`config.mk`:
```
export PLATFORM = sky130hd
export DESIGN_NAME = uart_apb_seq
export DESIGN_NICKNAME = d
export VERILOG_FILES = /design/src/rtl/uart_apb_seq.sv
export SDC_FILE = /design/constraint.sdc
export NUM_CORES = 1
export LEC_CHECK = 0
export ABC_AREA = 1
export CAP_MARGIN = 20
export CORE_UTILIZATION = 38
export CTS_BUF_LIST = sky130_fd_sc_hd__clkbuf_4
export CTS_CLUSTER_SIZE = 25
export DETAILED_ROUTE_END_ITERATION = 6
export PLACE_DENSITY_LB_ADDON = 0.25
export SLEW_MARGIN = 20
export SYNTH_ARGS = -nofsm -noshare
export SYNTH_HDL_FRONTEND = slang
export SYNTH_SLANG_ARGS = --single-unit
export TNS_END_PERCENT = 50
```
`constraint.sdc`:
```
create_clock -name clk -period 1.6 [get_ports clk]
set_input_delay 0.32 -clock clk [delete_from_list [all_inputs] [get_ports clk]]
set_output_delay 0.32 -clock clk [all_outputs]
set_load 0.02 [all_outputs]
```
`src/rtl/uart_apb_seq.sv`:
```
// APB master that initialises a uart_apb peripheral, then polls its status and moves RX/TX bytes.
// Optional ACCESS-phase timeout is compiled in with `define APB_TIMEOUT_EN.
module uart_apb_seq #(
  parameter int                ADDR_W       = 12,
  parameter logic [ADDR_W-1:0] ADDR_CTRL    = 12'h000,
  parameter logic [ADDR_W-1:0] ADDR_DIV     = 12'h004,
  parameter logic [ADDR_W-1:0] ADDR_STAT    = 12'h008,
  parameter logic [ADDR_W-1:0] ADDR_RXD     = 12'h00C,
  parameter logic [ADDR_W-1:0] ADDR_TXD     = 12'h010,
  parameter logic [31:0]       CTRL_VAL     = 32'h0000_0003,
  parameter int                STAT_RXV_BIT = 0,
  parameter int                STAT_TXB_BIT = 1,
  parameter int                TIMEOUT      = 64
) (
  input  logic              clk,
  input  logic              reset,
  input  logic [15:0]       cfg_div,
  input  logic              cfg_start,
  output logic              init_done,
  output logic              err,
  input  logic              tx_valid,
  input  logic [7:0]        tx_data,
  output logic              tx_ready,
  output logic              rx_valid,
  output logic [7:0]        rx_data,
  output logic              m_psel,
  output logic              m_penable,
  output logic [2:0]        m_pprot,
  output logic [ADDR_W-1:0] m_paddr,
  output logic              m_pwrite,
  output logic [31:0]       m_pwdata,
  output logic [3:0]        m_pstrb,
  input  logic              m_pready,
  input  logic              m_pslverr,
  input  logic [31:0]       m_prdata
);

  typedef enum logic [2:0] {CFG_DIV, CFG_CTRL, IDLE, POLL, RD_RX, WR_TX} state_t;
  typedef enum logic [1:0] {PH_NONE, PH_SETUP, PH_ACCESS} phase_t;

  state_t state, tgt;
  phase_t phase;
  logic   last_tx;
  logic   launch, drop, done, abort, rx_elig, tx_elig;
  logic   prdata_unused;

  function automatic logic [ADDR_W-1:0] addr_of(input state_t s);
    case (s)
      CFG_DIV:  return ADDR_DIV;
      CFG_CTRL: return ADDR_CTRL;
      POLL:     return ADDR_STAT;
      RD_RX:    return ADDR_RXD;
      WR_TX:    return ADDR_TXD;
      default:  return '0;
    endcase
  endfunction

  function automatic logic is_write(input state_t s);
    return (s == CFG_DIV) || (s == CFG_CTRL) || (s == WR_TX);
  endfunction

`ifdef APB_TIMEOUT_EN
  localparam int TMO_W = $clog2(TIMEOUT + 1);
  logic [TMO_W-1:0] tmo_cnt;
  assign abort = (phase == PH_ACCESS) && !m_pready && (tmo_cnt == TMO_W'(TIMEOUT - 1));
`else
  assign abort = 1'b0;
`endif

  assign done          = (phase == PH_ACCESS) && m_pready;
  assign rx_elig       = m_prdata[STAT_RXV_BIT];
  assign tx_elig       = tx_valid && !m_prdata[STAT_TXB_BIT];
  assign tx_ready      = !reset && done && (state == WR_TX) && !m_pslverr;
  assign m_pprot       = 3'b000;
  assign prdata_unused = ^m_prdata;

  // Next access selection: launch starts a SETUP phase this edge, drop returns the bus to IDLE.
  always_comb begin
    tgt    = state;
    launch = 1'b0;
    drop   = 1'b0;
    case (phase)
      PH_NONE: begin
        launch = 1'b1;
        if (state == IDLE) tgt = cfg_start ? CFG_DIV : POLL;
      end
      PH_ACCESS: begin
        if (done || abort) begin
          case (state)
            CFG_DIV: begin
              launch = 1'b1;
              tgt    = CFG_CTRL;
            end
            POLL: begin
              if (done && !m_pslverr && (rx_elig || tx_elig)) begin
                launch = 1'b1;
                tgt    = (rx_elig && (!tx_elig || last_tx)) ? RD_RX : WR_TX;
              end else begin
                drop = 1'b1;
              end
            end
            default: drop = 1'b1;
          endcase
        end
      end
      default: ;
    endcase
  end

  always_ff @(posedge clk) begin
    if (reset) begin
      state     <= CFG_DIV;
      phase     <= PH_NONE;
      last_tx   <= 1'b1;
      m_psel    <= 1'b0;
      m_penable <= 1'b0;
      m_paddr   <= '0;
      m_pwrite  <= 1'b0;
      m_pwdata  <= '0;
      m_pstrb   <= '0;
      init_done <= 1'b0;
      err       <= 1'b0;
      rx_valid  <= 1'b0;
      rx_data   <= '0;
`ifdef APB_TIMEOUT_EN
      tmo_cnt   <= '0;
`endif
    end else begin
      rx_valid <= 1'b0;
      if (launch) begin
        state     <= tgt;
        phase     <= PH_SETUP;
        m_psel    <= 1'b1;
        m_penable <= 1'b0;
        m_paddr   <= addr_of(tgt);
        m_pwrite  <= is_write(tgt);
        m_pstrb   <= is_write(tgt) ? 4'hF : 4'h0;
        case (tgt)
          CFG_DIV:  m_pwdata <= {16'b0, cfg_div};
          CFG_CTRL: m_pwdata <= CTRL_VAL;
          WR_TX:    m_pwdata <= {24'b0, tx_data};
          default:  m_pwdata <= '0;
        endcase
        if (tgt == RD_RX) last_tx <= 1'b0;
        if (tgt == WR_TX) last_tx <= 1'b1;
      end else if (phase == PH_SETUP) begin
        phase     <= PH_ACCESS;
        m_penable <= 1'b1;
      end else if (drop) begin
        state     <= IDLE;
        phase     <= PH_NONE;
        m_psel    <= 1'b0;
        m_penable <= 1'b0;
      end

      if (state == IDLE && phase == PH_NONE && cfg_start) init_done <= 1'b0;
      if ((done || abort) && state == CFG_CTRL) init_done <= 1'b1;
      if ((done && m_pslverr) || abort) err <= 1'b1;
      // A failed RX read is not delivered; the byte stays pending in the UART.
      if (done && !m_pslverr && state == RD_RX) begin
        rx_valid <= 1'b1;
        rx_data  <= m_prdata[7:0];
      end
`ifdef APB_TIMEOUT_EN
      if (phase == PH_ACCESS && !m_pready) tmo_cnt <= tmo_cnt + TMO_W'(1);
      else                                 tmo_cnt <= '0;
`endif
    end
  end

endmodule

```
==> impl_results.md, run 1 <==
- Status: finished with violations
- Violated checks: negative setup slack
- Endpoints failing hold: 0
- Worst skew pair latency: 0.35 ns
- Power Density: 952.6 nW/µm²
- FMAX: just over 600 MHz
- Worst hold path startpoint: m_prdata[1]
- Gr usage total: between 20% and 30%
- DR WL/cell: 12.97 µm
- Fraction of layout cells with a size suffix above 1: 26.34%
- Die extent in x: 75.51 µm
- Slew Limit Fails: 0
- Fin area: 3287 µm²
- Die Span Y: 75.51 µm
- DP Worst Slack: -0.4896 ns
- Slew HR: 62.90%
- Via count: 2,172
- CTS buffer count: 5
- Worst-Margin Slew: 0.5506 ns
- Crit path cell chain: clkdlybuf4s50_1, inv_2, nor2_1, nand2_1, nor2_2, buf_4, o21ai_4, clkbuf_16, buf_4, o21ai_1, a21oi_1
- Startpoint Class: input pin
- GRT overflow: 0
- IO Count: 128
- GPL Wtd Cong: 0.8370
- Max Buffers Root-to-Sink: 2
- Clock sink count: 38
- Syn Inst Count: 277
- Max VDD drop: 0.6228 mV
- CTS Hold Bufs: 0
- Post-route antenna net violation count: 0
- Syn-to-layout area delta: 60.09%
- Dpl cells: 437
- Critical Path Max Stage Delay: 0.47 ns
- Crit end category: flip-flop
- Initial Util: 39.95%
- First-pass GRT wire length: ~9000 µm
- Largest net degree at the start of global routing: 23
- Part of the cycle the worst path needs: 100.4%
- Vias in the first global route: between 1,500 and 2,000
- Worst-path clk slew: 0.11 ns
- Top cells by area, synth: dfxtp_1 (37%), buf_4 (13%), nand2_1 (11%)
- R2R setup slack: 0 ns
- YS warnings: 0
- Multi-input gate area: around 1100 µm²
- RSZ-0062 raised after global routing: yes
- Initial antenna violation count: 0
- FF-to-FF End: m_pwdata[11]
- CTS tree: built
- Fill cells: between 400 and 500
- Worst r2r path cells: 11
- Port-buffer cells: 75
- Die ar.: 5701 µm²
- Slowest-stage cell, CP: clkdlybuf4s50_1
- Arrival time worst endpoint: 1.85 ns
- Max-Cap Viols: 0
- Ant. Diodes: 0
- Final setup violation count: 2
- Distinct cell type count after synthesis: 28
- Post-synth top area cell: dfxtp_1
- Via density: 4.711
- DRT Wirelength: 5980 µm
- Remaining DRCs: 0
- Critical Path Most Common Cell: buf_4
- Synth Register Bits: 38
- DRT iter0 DRCs: ~110
- Worst R2R Start: phase[0]
- Placed cell areas: about 2900 µm²
- Most common cell after layout, fill and taps aside: nand2_1
- Sequential cell area: 770.7 µm²
- Most frequent cells in the layout: nand2_1 (57), dlygate4sd2_1 (39), dfxtp_1 (34)
- Worst Hold Path EP: rx_data[1]
- Core area: 5140 µm²
- Worst Path Required: 1.84 ns
- H-Tree Depth: 2
- Sequential fraction of the synthesis area: a little under two fifths
- Utilization after layout: 63.95%
- Worst Path Class, Setup: in2reg
- Clock root buffer: clkbuf_4
- Yosys top cell area share: 37.05%
- Slack of the critical path: -0.006081 ns
- Post-layout min period: 1.606 ns
- CP max FO: 6
- Tot Pwr: 3131 µW
- Nets: roughly 450
- Skew final: between 0.006 and 0.007 ns
- Fin cells: 461
- HPWL Detailed: about 3700 µm
- P_leak: between 0.0015 and 0.002 µW
- Synthesized area: 2053 µm²
- Hold Path Stages: 4
- Row count: 26
- Mean post-synth cell area: approximately 7.4 µm²
- Tightest Hold Check Type: in2reg
- Pre-antenna DRT Iters: 4
final cells by class:
cell class / count / share of cell area, %
clock buffers: 5 / 1.142
repair inverters: 1 / 0.1903
clock inverters: 3 / 0.3426
multi-input cells: 205 / 34.45
flip-flops and latches: 38 / 23.45
well taps: 70 / 2.665
inverters: 20 / 2.512
repair buffers: 119 / 35.25
critical path: cells and delay by family:
kind / cells / cell delay (ns)
buf+inv: 5 / 0.95
simple gates: 3 / 0.29
compound gates: 3 / 0.28
registers in the layout, summed over array words and instances, names as in the netlist:
name       flops
m_psel         1
m_pstrb        1
state          3
rx_data        8
err            1
phase          1
m_paddr        3
m_pwdata      16
init_done      1
rx_valid       1
last_tx        1
m_penable      1
synth_stat cells, drive strengths merged:
library cell,number
dfxtp,38
nand3b,2
a21oi,27
nand3,8
o21ai,25
nand2,62
buf,39
nand4,16
o31ai,1
clkbuf,4
inv,20
nor2,34
conb,1
kinds of logic (layout without fill, tap and decap cells):
| family | count (synthesis) | in the layout | share of synthesized area, % |
|---|---|---|---|
| AOI/OAI and AO/OA | 53 | 54 | 15.42 |
| and+or+nand+nor | 122 | 123 | 28.46 |
| other | 1 | 28 | 0.1826 |
| buffers and inverters | 63 | 148 | 18.89 |
| DFF | 38 | 38 | 37.05 |
worst max path at each step:
stage                start     endpoint  slack, ns  cells after the start
3_5_place_dp      m_pready     tx_ready      -0.49                      6
4_1_cts           state[1]  m_pwdata[4]       0.01                     11
6_report       m_prdata[0]   m_pstrb[2]     -0.006                     11
2_1_floorplan        reset     tx_ready       0.05                      5
3_3_place_gp      m_pready     tx_ready      -0.45                      6
5_1_grt           phase[0]   m_paddr[3]      -0.11                     11
metrics by stage:
step                      hold WS, ns  setup TNS (ns)
after floorplan                0.4229               0
after global placement         0.4388          -12.04
after detailed placement       0.4407          -12.68
after CTS                      0.4169               0
after global routing           0.3310          -1.490
final                          0.3422       -0.007336
per-layer routing:
layer  GRT usage (%)  part of all wire (%)  vias to the layer above
met4           7.819                   1.8                        0
met5               0                     0                        -
met2           35.62                    50                       86
met3           5.159                   5.5                       10
li1                -                     -                     1072
met1           26.29                    43                     1004
where the power goes:
group	leakage, µW	switching (µW)	total [µW]	internal [µW]
logic	0.00122	842	1530	685
registers	0.000313	68.9	1130	1070
clock network	0.0000277	313	470	157
what timing repair did:
item                       in CTS  in global routing
pin swaps                       7                 12
resized for setup              53                 38
buffers inserted                6                  4
cloned                          4                  2
setup endpoints to repair      59                 27
No activity file was read; power rests on OpenSTA's default activity.
==> inputs of run 2 (changes only) <==
- CORE_MARGIN: default -> 2
==> impl_results.md, run 2 (same netlist as run 1, synthesis figures left out) <==
- Critical Path Most Common Cell: nor2_4
- CTS tree: built
- Max-Cap Viols: 0
- Crit path max-delay family: simple AND/OR/NAND/NOR gates
- FMAX: 605.5 MHz
- Via count: 2,150
- Utilization after layout: 64.37%
- Die ar.: between 6000 and 7000 µm²
- Largest Register: m_pwdata
- Endpoints failing hold: 0
- CTS buffer count: 5
- Remaining DRCs: 0
- Row count: 26
- Gr usage total: between 10% and 20%
- Violated checks: negative setup slack
- Initial antenna violation count: 0
- DRT Wirelength: 6093 µm
- Final setup violation count: 7
- Part of the cycle the worst path needs: 103.2%
- Arrival time worst endpoint: 1.95 ns
- Startpoint Class: flip-flop
- RSZ-0062 raised after global routing: yes
- Clock root buffer: clkbuf_4
- Max FFs per register: 16
- Worst Path Class, Setup: reg2reg
- Status: finished with violations
- DR WL/cell: between 10 and 15 µm
- Biggest regs: m_pwdata (16), rx_data (8)
- Slowest-stage cell, CP: dfxtp_2
- Crit path cell chain: inv_2, buf_6, nand4_1, nor2_4, nor2_4, nor2_4, buf_12, nand4_1, nand2_1, nand2_1, a21oi_2
- Largest net degree at the start of global routing: 28
- Post-layout min period: between 1.5 and 2 ns
- Via density: 4.654
- P_leak: 0.001570 µW
- Skew final: ~0.013 ns
- Worst Path Required: 1.90 ns
- GPL Wtd Cong: 0.8933
- Most common cell after layout, fill and taps aside: nand2_1
- Pre-antenna DRT Iters: 5
- CP max FO: 7
- Post-route antenna net violation count: 0
- Initial Util: 39.70%
- DP Worst Slack: -0.6089 ns
- Placed cell areas: between 2000 and 3000 µm²
- Port-buffer cells: 75
- Vias in the first global route: 1,939
- Clock sink count: 38
- Core area: roughly 5200 µm²
- Syn-to-layout area delta: 62.16%
- Max VDD drop: 0.7431 mV
- Max Buffers Root-to-Sink: 2
- Slew Limit Fails: 0
- Critical Path Max Stage Delay: 0.35 ns
- Slack of the critical path: -0.05142 ns
- Die extent in x: 77.51 µm
- DRT iter0 DRCs: 121
- Ant. Diodes: 0
- Fin area: 3329 µm²
- First-pass GRT wire length: 9156 µm
- Buffers and inverters on the worst path: 3
- Die Span Y: just under 80 µm
- IO Count: 128
- WHS: between 0.4 and 0.5 ns
- HPWL Detailed: 3884 µm
- Most frequent cells in the layout: nand2_1 (52), dlygate4sd2_1 (40), dfxtp_1 (33), clkdlybuf4s50_1 (33), buf_4 (33)
- GRT overflow: 0
- Nets: 453
- H-Tree Depth: 2
- Worst skew pair latency: about 0.36 ns
- Worst-path clk slew: 0.13 ns
- Crit end category: flip-flop
- Post-route setup TNS: -0.1102 ns
- Tightest Hold Check Type: in2reg
- Power Density: 968.1 nW/µm²
- Fraction of layout cells with a size suffix above 1: 30.10%
run 2: changes by cell type in the layout (fill, tap and decap cells not counted), sizes merged:
cell          before  now
clkbuf             7    6
clkinvlp           0    1
inv               21   19
dlymetal6s2s       2    0
dlygate4sd2       39   40
buf               43   48
nor2              35   34
run 2: metal layers:
metal	wire, µm	vias to the layer above	track usage [%]
li1	-	1078	-
met1	2580	968	24.28
met2	2935	100	31.48
met3	536	4	6.163
met4	40	0	4.286
met5	0	-	0
run 2: power breakdown:
part / switching (µW) / internal, µW
clock: 348 / 164
sequential: 72.3 / 1060
combinational: 874 / 701
total: 1290 / 1930
run 2: worst paths after layout:
| path | start | end | slack [ns] | cells after the start |
|---|---|---|---|---|
| hold / removal | m_prdata[0] | rx_data[0] | 0.43 | 4 |
| setup reg to reg | phase[0] | m_pwdata[2] | -0.05 | 11 |
| setup / recovery | phase[0] | m_pwdata[2] | -0.05 | 11 |
| hold reg to reg | err | err | 0.45 | 2 |
run 2: layout make-up:
cell class,instances,area [µm²]
timing repair buffer,122,1154
fill,474,1843
sequential,38,772.0
inverter,20,87.58
multi-input combinational,204,1175
clock buffer,5,37.54
clock inverter,3,16.27
tap,70,87.58
run 2: stage by stage:
step	total power, µW	cells
floorplan	1973	304
global placement	2490	437
detailed placement	2503	437
CTS	3099	457
global route	3408	462
finish	3223	462
run 2: timing repair:
item,in CTS,in global routing
gates cloned,1,1
hold buffers,0,0
endpoints found under the setup margin,60,25
pin swaps,19,13
gates resized for setup,74,39
endpoints found under the hold margin,0,0
setup buffers,11,4
run 2: worst register-to-register path, delay by kind of cell (launching register included):
kind / cells / cell delay, ns
flip-flops: 1 / 0.35
AND/OR/NAND/NOR: 7 / 0.81
buffers and inverters: 3 / 0.32
AO/OA/AOI/OAI: 1 / 0.11
